[config.mk]
export PLATFORM = sky130hd
export DESIGN_NAME = usb_rx_data_buffer_flat
export DESIGN_NICKNAME = d
export VERILOG_FILES = /design/src/rtl/usb_pkg.sv /design/src/rtl/usb_rx_data_buffer_if.sv /design/src/rtl/usb_fifo_mem.sv /design/src/rtl/usb_rx_data_buffer.sv /design/src/flat_wrapper.sv
export SDC_FILE = /design/constraint.sdc
export NUM_CORES = 1
export LEC_CHECK = 0
export CORE_MARGIN = 5
export CORE_UTILIZATION = 58
export CTS_CLUSTER_DIAMETER = 100
export DETAILED_ROUTE_END_ITERATION = 12
export PLACE_DENSITY = 0.78
export REMOVE_ABC_BUFFERS = 1
export SLEW_MARGIN = 30
export SYNTH_ARGS = -nofsm -noshare
export SYNTH_HDL_FRONTEND = slang
export SYNTH_HIERARCHICAL = 1
export SYNTH_SLANG_ARGS = --single-unit
[constraint.sdc]
create_clock -name clk -period 3.7 [get_ports clk]
set_clock_uncertainty 0.15 [all_clocks]
set_input_delay 0.74 -clock clk [delete_from_list [all_inputs] [get_ports clk]]
set_output_delay 0.74 -clock clk [all_outputs]
set_load 0.05 [all_outputs]
[src/rtl/usb_pkg.sv]
// Shared definitions for the USB receive path: transfer-size encoding and buffer depth.
package usb_pkg;

    localparam logic [1:0] SIZE_BYTE     = 2'b01;
    localparam logic [1:0] SIZE_HALF     = 2'b10;
    localparam logic [1:0] SIZE_WORD     = 2'b11;
    localparam int         DEPTH_DEFAULT = 64;

    // 2'b00 behaves like a byte access, matching hsize usage on the AHB side
    function automatic logic [2:0] size_to_bytes(input logic [1:0] size);
        case (size)
            SIZE_HALF: return 3'd2;
            SIZE_WORD: return 3'd4;
            default:   return 3'd1;
        endcase
    endfunction

endpackage

[src/rtl/usb_rx_data_buffer_if.sv]
// Receiver/AHB-side signal bundle of the receive data buffer.
interface usb_rx_data_buffer_if #(
    parameter int OCC_W = 7
);
    logic             flush;
    logic             w_enable;
    logic [7:0]       wr_data;
    logic             rd_enable;
    logic [1:0]       rd_size;
    logic [31:0]      rd_data;
    logic             rd_valid;
    logic [OCC_W-1:0] buffer_occupancy;
    logic             empty;
    logic             full;
    logic             overflow;
    logic             underflow;

    modport master (
        output flush, w_enable, wr_data, rd_enable, rd_size,
        input  rd_data, rd_valid, buffer_occupancy, empty, full, overflow, underflow
    );

    modport slave (
        input  flush, w_enable, wr_data, rd_enable, rd_size,
        output rd_data, rd_valid, buffer_occupancy, empty, full, overflow, underflow
    );
endinterface

[src/rtl/usb_fifo_mem.sv]
// Byte storage array: one synchronous write port, four combinational read ports
// at consecutive (wrapping) addresses for word-wide pops.
module usb_fifo_mem #(
    parameter int DEPTH = 64,
    parameter int AW    = $clog2(DEPTH)
) (
    input  logic            clk,
    input  logic            i_we,
    input  logic [AW-1:0]   i_waddr,
    input  logic [7:0]      i_wdata,
    input  logic [AW-1:0]   i_raddr,
    output logic [3:0][7:0] o_rdata
);

    logic [7:0] r_mem [DEPTH];

    always_ff @(posedge clk) begin
        if (i_we) begin
            r_mem[i_waddr] <= i_wdata;
        end
    end

    // AW-bit address arithmetic wraps modulo DEPTH on its own
    for (genvar k = 0; k < 4; k++) begin : g_rd
        logic [AW-1:0] w_addr;
        assign w_addr     = i_raddr + AW'(k);
        assign o_rdata[k] = r_mem[w_addr];
    end

endmodule

[src/rtl/usb_rx_data_buffer.sv]
// Receive payload FIFO between usb_receiver and the AHB slave: byte pushes,
// 1/2/4-byte pops, occupancy reporting and flush at packet start.
module usb_rx_data_buffer
    import usb_pkg::*;
#(
    parameter int DEPTH = DEPTH_DEFAULT,
    parameter int OCC_W = $clog2(DEPTH) + 1
) (
    input  logic               clk,
    input  logic               rst,
    usb_rx_data_buffer_if.slave bus
);

    localparam int AW = $clog2(DEPTH);

    logic [AW-1:0]    r_wr_ptr;
    logic [AW-1:0]    r_rd_ptr;
    logic [OCC_W-1:0] r_occ;
    logic             r_empty;
    logic             r_full;
    logic [31:0]      r_rd_data;
    logic             r_rd_valid;
    logic             r_overflow;
    logic             r_underflow;

    logic [2:0]       w_n;
    logic [OCC_W-1:0] w_n_ext;
    logic             w_wr_acc;
    logic             w_rd_acc;
    logic             w_mem_we;
    logic [OCC_W-1:0] w_occ_next;
    logic [3:0][7:0]  w_mem_rd;
    logic [31:0]      w_rd_word;

    assign w_n      = size_to_bytes(bus.rd_size);
    assign w_n_ext  = OCC_W'(w_n);
    assign w_wr_acc = bus.w_enable  && (r_occ < OCC_W'(DEPTH));
    assign w_rd_acc = bus.rd_enable && (r_occ >= w_n_ext);
    assign w_mem_we = w_wr_acc && !bus.flush && !rst;

    always_comb begin
        w_occ_next = r_occ;
        if (w_wr_acc) begin
            w_occ_next = w_occ_next + OCC_W'(1);
        end
        if (w_rd_acc) begin
            w_occ_next = w_occ_next - w_n_ext;
        end
    end

    // Bytes beyond the requested size are forced to zero
    always_comb begin
        w_rd_word = 32'h0;
        for (int k = 0; k < 4; k++) begin
            if (3'(k) < w_n) begin
                w_rd_word[8*k +: 8] = w_mem_rd[k];
            end
        end
    end

    usb_fifo_mem #(
        .DEPTH (DEPTH),
        .AW    (AW)
    ) u_mem (
        .clk     (clk),
        .i_we    (w_mem_we),
        .i_waddr (r_wr_ptr),
        .i_wdata (bus.wr_data),
        .i_raddr (r_rd_ptr),
        .o_rdata (w_mem_rd)
    );

    always_ff @(posedge clk) begin
        if (rst) begin
            r_wr_ptr    <= '0;
            r_rd_ptr    <= '0;
            r_occ       <= '0;
            r_empty     <= 1'b1;
            r_full      <= 1'b0;
            r_rd_data   <= 32'h0;
            r_rd_valid  <= 1'b0;
            r_overflow  <= 1'b0;
            r_underflow <= 1'b0;
        end else if (bus.flush) begin
            // rd_data deliberately survives a flush
            r_wr_ptr    <= '0;
            r_rd_ptr    <= '0;
            r_occ       <= '0;
            r_empty     <= 1'b1;
            r_full      <= 1'b0;
            r_rd_valid  <= 1'b0;
            r_overflow  <= 1'b0;
            r_underflow <= 1'b0;
        end else begin
            if (w_wr_acc) begin
                r_wr_ptr <= r_wr_ptr + AW'(1);
            end
            if (w_rd_acc) begin
                r_rd_ptr  <= r_rd_ptr + AW'(w_n);
                r_rd_data <= w_rd_word;
            end
            r_occ       <= w_occ_next;
            r_empty     <= (w_occ_next == '0);
            r_full      <= (w_occ_next == OCC_W'(DEPTH));
            r_rd_valid  <= w_rd_acc;
            r_overflow  <= bus.w_enable  && !w_wr_acc;
            r_underflow <= bus.rd_enable && !w_rd_acc;
        end
    end

    assign bus.rd_data          = r_rd_data;
    assign bus.rd_valid         = r_rd_valid;
    assign bus.buffer_occupancy = r_occ;
    assign bus.empty            = r_empty;
    assign bus.full             = r_full;
    assign bus.overflow         = r_overflow;
    assign bus.underflow        = r_underflow;

endmodule

[src/flat_wrapper.sv]
// flat-port wrapper written by rule: the top's interface ports become plain ports
module usb_rx_data_buffer_flat import usb_pkg::*;
#(
    parameter int DEPTH = DEPTH_DEFAULT,
    parameter int OCC_W = $clog2(DEPTH) + 1
)
  (clk, rst, bus_flush, bus_w_enable, bus_wr_data, bus_rd_enable, bus_rd_size, bus_rd_data, bus_rd_valid, bus_buffer_occupancy, bus_empty, bus_full, bus_overflow, bus_underflow);
  usb_rx_data_buffer_if #(.OCC_W(OCC_W)) bus_i ();
  input  logic clk;
  input  logic rst;
  input wire logic [$bits(bus_i.flush)-1:0] bus_flush;
  input wire logic [$bits(bus_i.w_enable)-1:0] bus_w_enable;
  input wire logic [$bits(bus_i.wr_data)-1:0] bus_wr_data;
  input wire logic [$bits(bus_i.rd_enable)-1:0] bus_rd_enable;
  input wire logic [$bits(bus_i.rd_size)-1:0] bus_rd_size;
  output wire logic [$bits(bus_i.rd_data)-1:0] bus_rd_data;
  output wire logic [$bits(bus_i.rd_valid)-1:0] bus_rd_valid;
  output wire logic [$bits(bus_i.buffer_occupancy)-1:0] bus_buffer_occupancy;
  output wire logic [$bits(bus_i.empty)-1:0] bus_empty;
  output wire logic [$bits(bus_i.full)-1:0] bus_full;
  output wire logic [$bits(bus_i.overflow)-1:0] bus_overflow;
  output wire logic [$bits(bus_i.underflow)-1:0] bus_underflow;
  assign bus_i.flush = bus_flush;
  assign bus_i.w_enable = bus_w_enable;
  assign bus_i.wr_data = bus_wr_data;
  assign bus_i.rd_enable = bus_rd_enable;
  assign bus_i.rd_size = bus_rd_size;
  assign bus_rd_data = bus_i.rd_data;
  assign bus_rd_valid = bus_i.rd_valid;
  assign bus_buffer_occupancy = bus_i.buffer_occupancy;
  assign bus_empty = bus_i.empty;
  assign bus_full = bus_i.full;
  assign bus_overflow = bus_i.overflow;
  assign bus_underflow = bus_i.underflow;
  usb_rx_data_buffer #(.DEPTH(DEPTH), .OCC_W(OCC_W)) u_core (.clk(clk), .rst(rst), .bus(bus_i));
endmodule
==> flow_metrics.env <==
export IMPL_fmaxAchievable_mhz=276
export IMPL_synth_area_um2=35100
export IMPL_synth_top_family_by_area="multiplexers"
export IMPL_final_cell_mix="sky130_fd_sc_hd__edfxtp_1, sky130_fd_sc_hd__mux4_2, sky130_fd_sc_hd__nand2_1, sky130_fd_sc_hd__buf_4, sky130_fd_sc_hd__mux2i_1"
export IMPL_post_cts_resized=0
export IMPL_end_kind="flop"
export IMPL_dp_final_hpwl_mm=81.4
export IMPL_commonest_register_cell_after_synthesis="sky130_fd_sc_hd__edfxtp_1"
export IMPL_register_clock_pin_slew_on_the_reported_worst_setup_and_hold_paths_ns=0.06
export IMPL_layout_filler_cells=4120
export IMPL_ioPinCount=59
export IMPL_drt_antenna_violating_nets=0
export IMPL_number_of_sinks_driven_by_the_clock_tree=568
export IMPL_std_cell_rows=90
export IMPL_timing_setup_critical_path_class="flop to flop"
export IMPL_buffer_ports_inserted=58
export IMPL_layout_commonest_cell="sky130_fd_sc_hd__edfxtp_1"
export IMPL_track_usage_pct=36.5
export IMPL_setup_repair_after_global_routing_missed_its_margin="false"
export IMPL_fp_coreArea_um2=60100
export IMPL_worst_slew_margin_rel_pct=44.4
export IMPL_clk_tree_root_cell="sky130_fd_sc_hd__clkbuf_16"
export IMPL_cts_hold_buf=0
export IMPL_cts_buffers_inserted=60
export IMPL_post_route_drc_count=0
export IMPL_tritoncts="yes"
export IMPL_synth_xor_area_share_pct=1.07
export IMPL_total_leakage_power_nw=12.2
export IMPL_first_global_vias=25000
export IMPL_die_area_um2=65500
export IMPL_async_flop_share_pct=0
export IMPL_critPathLaunchType="flop"
export IMPL_setup_total_negative_slack_ns=0
export IMPL_wl_met3_mm=18.3
export IMPL_synth_sequential_area_ratio_pct=47.0
export IMPL_ys_warn_count=6
export IMPL_avgViaCountPerCell=7.98
export IMPL_syn_instance_count=2272
export IMPL_drt_iter0_markers=4576
export IMPL_post_drt_wl_per_cell_um=37.7
export IMPL_layout_min_cycle_time_ns=3.62
export IMPL_global_route_wire_length_before_repair_mm=175
export IMPL_antenna_found_initial=5
export IMPL_finalSetupViolCount=0
export IMPL_worst_endpoint_required_ns=4.10
export IMPL_yosys_register_bits=568
export IMPL_place_ws_ns=0.0302
export IMPL_die_h_um=256
export IMPL_drt_met1_wl_mm=39.2
export IMPL_synth_cell_types=70
export IMPL_timing_max_transition_violations_final=0
export IMPL_cp_arrival_ns=4.02
export IMPL_synth_compound_gate_area_share_pct=4.91
export IMPL_power_density_cell_area_nw_per_um2=399
export IMPL_worstSkewPairLatency_ns=0.65
export IMPL_timing_final_hold_violations=0
export IMPL_routed_wl_mm=121
export IMPL_post_cts_repair_setup_buffers=0
export IMPL_clock_tree_htree_level_count=2
export IMPL_top_signal_layer_used="met5"
export IMPL_finalCoreUtilization_pct=65.7
export IMPL_globalRouteOverflowTotal=0
export IMPL_synth_edff_count=512
export IMPL_route_vias_total=25700
export IMPL_nNetsFinal=2416
export IMPL_global_placer_s_final_weighted_congestion=1.03
export IMPL_drtPass1Iterations=6
export IMPL_cts_max_path_buffers=3
export IMPL_die_w_um=256
export IMPL_power_ir_vdd_worst_v=0.000402
export IMPL_yosys_area_share_adder_pct=0.649
export IMPL_outcome="finished clean"
export IMPL_met2RoutedLength_mm=54.4
export IMPL_grt_start_max_net_pins=92
export IMPL_syn_area_per_cell_um2=15.4
export IMPL_min_period_over_period_pct=97.8
export IMPL_final_layout_size_suffix_gt1_share_pct=34.8
export IMPL_hp_class="flop to flop"
export IMPL_worst_slew_pin_transition_ns=0.832
export IMPL_worst_path_max_fanout=9
export IMPL_synth_area_mux_share_pct=36.5
export IMPL_synthToLayoutAreaGrowth_pct=12.5
export IMPL_start_util_pct=58.4
export IMPL_post_synth_and_or_nand_nor_area_fraction_pct=6.72
export IMPL_timing_final_ws_setup_ns=0.0805
export IMPL_count_of_maximum_capacitance_violations=0
## cell usage after synthesis (all sizes together) (19+ instances only)
cell      n  share of area, %
mux4    506                33
edfxtp  512                44
nor2    106               1.1
o21ai    26              0.37
dfxtp    56               3.2
xnor2    22              0.59
mux2i   125               3.6
o22ai    20              0.36
nand3    83               1.2
buf     131               2.2
a21oi    60              0.86
clkbuf   72              0.77
nand2   264               2.8
a31oi    29              0.52
a211oi   19              0.41
## registers in the layout, indices dropped and copies added (netlist names)
signal and count:
u_core/bus.rd_valid 1, u_core/bus.overflow 1, u_core/bus.full 1, u_core/bus.empty 1, u_core/bus.underflow 1, u_core/r_rd_ptr 6
u_core/bus.rd_data 32, u_core/r_wr_ptr 6, u_core/bus.buffer_occupancy 7, u_core/u_mem/r_mem 512
## critical path: stages (launching register included)
cell and delay [ns]:
sky130_fd_sc_hd__dfxtp_4 0.38, sky130_fd_sc_hd__inv_1 0.26, sky130_fd_sc_hd__ha_4 0.21, sky130_fd_sc_hd__a21oi_1 0.12
sky130_fd_sc_hd__o21ai_0 0.32, sky130_fd_sc_hd__and2_1 0.69, sky130_fd_sc_hd__o221ai_1 0.26, sky130_fd_sc_hd__a21oi_1 0.57
sky130_fd_sc_hd__o32a_1 0.33, sky130_fd_sc_hd__nand3_1 0.10, sky130_fd_sc_hd__a21oi_1 0.15
## power breakdown
| part | internal (mW) | switching, mW | leakage, nW | total, mW |
|---|---|---|---|---|
| Sequential | 7.01 | 0.0415 | 5.06 | 7.06 |
| Combinational | 1.16 | 1.56 | 6.17 | 2.72 |
| Clock | 3.38 | 2.62 | 0.975 | 6.00 |
## worst paths after layout
check                          from                endpoint  slack [ns]  cells past startpoint
max              u_core/r_rd_ptr[1]  u_core/bus.rd_data[29]        0.08                     10
min          u_core/bus.rd_data[19]  u_core/bus.rd_data[19]        0.30                      2
max reg2reg      u_core/r_rd_ptr[1]  u_core/bus.rd_data[29]        0.08                     10
min reg2reg  u_core/bus.rd_data[19]  u_core/bus.rd_data[19]        0.30                      2
## kinds of logic after synthesis
kind of cell | count (synthesis)
mux | 645
flops | 568
simple gates | 537
compound gates | 252
buf+inv | 215
xor+xnor | 38
fa+ha+maj | 17
## per-stage QoR
step           hold slack (ns)  power [mW]  std cells  area (um^2)
2_1_floorplan            0.386        9.47       2069        34000
3_3_place_gp             0.291        9.79       3104        37500
3_5_place_dp             0.294        9.83       3104        37500
4_1_cts                  0.308        15.8       3216        39500
5_1_grt                  0.326        16.2       3216        39500
6_report                 0.305        15.8       3217        39500
## per-layer routing
layer	vias to the layer above	track usage [%]
met2	2552	55.0
met3	529	11.4
met5	-	0
li1	9748	-
met4	6	20.6
met1	12800	47.8
## final cells by class
| cell class | instances | area, um^2 | area share, % |
|---|---|---|---|
| tap | 782 | 978 | 2.48 |
| antenna | 1 | 2.50 | 0.00634 |
| clock buffer | 74 | 1640 | 4.15 |
| clock inverter | 38 | 309 | 0.783 |
| multi-input combinational | 1489 | 17600 | 44.7 |
| timing repair buffer | 253 | 2350 | 5.96 |
| sequential | 568 | 16500 | 41.8 |
| inverter | 12 | 45.0 | 0.114 |
Note: power is estimated with default switching activity, not from simulation.
==> RTL change: new RTL, config.mk and constraints unchanged <==
`DEPTH_DEFAULT`: 64 -> 32.
--- a/src/rtl/usb_pkg.sv
+++ b/src/rtl/usb_pkg.sv
@@ -4,7 +4,7 @@
     localparam logic [1:0] SIZE_BYTE     = 2'b01;
     localparam logic [1:0] SIZE_HALF     = 2'b10;
     localparam logic [1:0] SIZE_WORD     = 2'b11;
-    localparam int         DEPTH_DEFAULT = 64;
+    localparam int         DEPTH_DEFAULT = 32;
 
     // 2'b00 behaves like a byte access, matching hsize usage on the AHB side
     function automatic logic [2:0] size_to_bytes(input logic [1:0] size);
Interface: changed (resized bus_buffer_occupancy); port bits go from 59 to 58. The function was not compared with the original's and may differ.
==> RTL change against the original RTL <==
Critical endpoint is now u_core/bus.rd_data[27]$_SDFFE_PP0P_. Critical path depth did not move. Sequential cell count is 259 lower. Final cell count decreased by 47%. Highest routed layer is now met4. Routed wire length is 56% lower. Setup slack better by 0.42 ns. Area after synthesis down 47%. Clock power decreased by 36%. Cell area decreased by 46%. Total power shrank 44%. Maximum frequency increased by 13%.
==> RTL change: results (changes against the original RTL) <==
Placed cells - 1645 (was 3104)
Filler instances - 2115 (was 4120)
Met1 wire length - 19.16 mm (was 39.21 mm)
Proportion of layout cells with a drive suffix above 1 - 0.3552 (was 0.3484)
Hold path start - u_core/bus.rd_data[23]$_SDFFE_PP0P_ (was u_core/bus.rd_data[19]$_SDFFE_PP0P_)
All-Layer GR Usage - 0.2961 (was 0.3650)
Port Buffer Count - 57 (was 58)
Critical path data arrival time - 3.43 ns (was 4.02 ns)
DP Wirelength - 35.36 mm (was 81.45 mm)
Antenna cells - 0 (was 1)
Sequential share of the synthesized area - 0.4678 (was 0.4700)
Peak VDD IR - 0.3691 mV (was 0.4017 mV)
Vias in the first global route - 12750 (was 25030)
Hold Crit Endpoint - u_core/bus.rd_data[23]$_SDFFE_PP0P_ (was u_core/bus.rd_data[19]$_SDFFE_PP0P_)
Met2 wire len - 24.69 mm (was 54.45 mm)
Synth cell count leaders - edfxtp_1, mux4_2, mux2_2 (was edfxtp_1, mux4_2, nand2_1)
Placed inst area - 20000 sq um (was 37530 sq um)
R2R Setup Slk - 0.50 ns (was 0.08 ns)
Gate Count Post-Synth - 1198 (was 2272)
Synth area leaders - edfxtp_1, mux4_2, dfxtp_1, mux2_2, mux2i_1 (was edfxtp_1, mux4_2, mux2i_1, dfxtp_1, nand2_1)
Net count reported at finish - 1311 (was 2416)
Worst-path maximum fanout - 13 (was 9)
Synth cell types - 62 (was 70)
Initial drt markers - 1813 (was 4576)
Largest register FFs - 256 (was 512)
Largest net degree at the start of global routing - 58 (was 92)
Outcome - completed (unchanged)
Met3 WL - 6.225 mm (was 18.32 mm)
GPL Wtd Cong - 0.9283 (was 1.035)
Post-synth EDFFs - 256 (was 512)
Leakage power - 6.932 nW (was 12.20 nW)
Drt total wl - 53.01 mm (was 121.4 mm)
[RTL change: routing by layer]
layer	track usage	up-vias
met1	0.4053	6374
met2	0.4651	1033
li1	-	5173
met3	0.06055	200
met5	0	-
met4	0.1347	0
[RTL change: cell families (layout without fill, tap and decap cells)]
kind of cell               Yosys count  after routing  synth area share
buffers and inverters              106            217           0.03413
and+or+nand+nor                    221            221           0.05828
adders and majority gates           15             15           0.01084
DFF                                309            309            0.4678
xor gates and xnor gates            25             25           0.01211
AOI/OAI and AO/OA                  137            137           0.05092
muxes                              385            385            0.3659
[RTL change: worst max path at each step]
| stage | endpoint | cells after the start | startpoint |
|---|---|---|---|
| 4_1_cts | u_core/bus.rd_data[29]$_SDFFE_PP0P_ | 10 | u_core/r_rd_ptr[1]$_SDFFE_PP0N_ |
| 2_1_floorplan | u_core/bus.rd_data[30]$_SDFFE_PP0P_ | 9 | u_core/r_rd_ptr[0]$_SDFFE_PP0N_ |
| 6_report | u_core/bus.rd_data[27]$_SDFFE_PP0P_ | 10 | u_core/r_rd_ptr[1]$_SDFFE_PP0N_ |
| 3_3_place_gp | u_core/bus.full$_SDFF_PP0_ | 11 | bus_w_enable |
| 5_1_grt | u_core/bus.rd_data[29]$_SDFFE_PP0P_ | 10 | u_core/r_rd_ptr[1]$_SDFFE_PP0N_ |
| 3_5_place_dp | u_core/bus.full$_SDFF_PP0_ | 11 | bus_w_enable |
[RTL change: final cells by class]
cell class | count | area (sq um) | area share
clock buffer | 42 | 944.7 | 0.04441
clock inverter | 24 | 347.8 | 0.01635
inverter | 9 | 33.78 | 0.001588
multi-input combinational | 783 | 9368 | 0.4404
sequential | 309 | 8757 | 0.4117
tap | 402 | 503.0 | 0.02364
timing repair buffer | 142 | 1319 | 0.06199
[RTL change: worst max-delay path: stages, from the launching register on]
cell and delay [ns]:
dfxtp_4 0.49, inv_1 0.18, ha_4 0.22, xor2_4 0.51
buf_4 0.36, mux4_2 0.35, mux2_2 0.28, o22ai_1 0.20
nor2_1 0.13, nand3_1 0.09, a21oi_1 0.06
[RTL change: per-stage QoR]
| step | setup WS [ns] | hold WS (ns) | TNS [ns] | util |
|---|---|---|---|---|
| after floorplan | -10.90 | 0.3433 | -266.63 | - |
| after detailed placement | 0.1352 | 0.2953 | 0 | 0.6304 |
| after global placement | 0.1875 | 0.2904 | 0 | 0.6304 |
| final | 0.5033 | 0.2994 | 0 | 0.6707 |
| after global routing | 0.3735 | 0.3284 | 0 | 0.6707 |
| after CTS | 0.5238 | 0.3039 | 0 | 0.6712 |
[RTL change: power breakdown]
group	switching [mW]	internal (mW)
registers	0.0336	3.79
clock network	1.45	2.41
logic	0.636	0.521
total	2.12	6.71
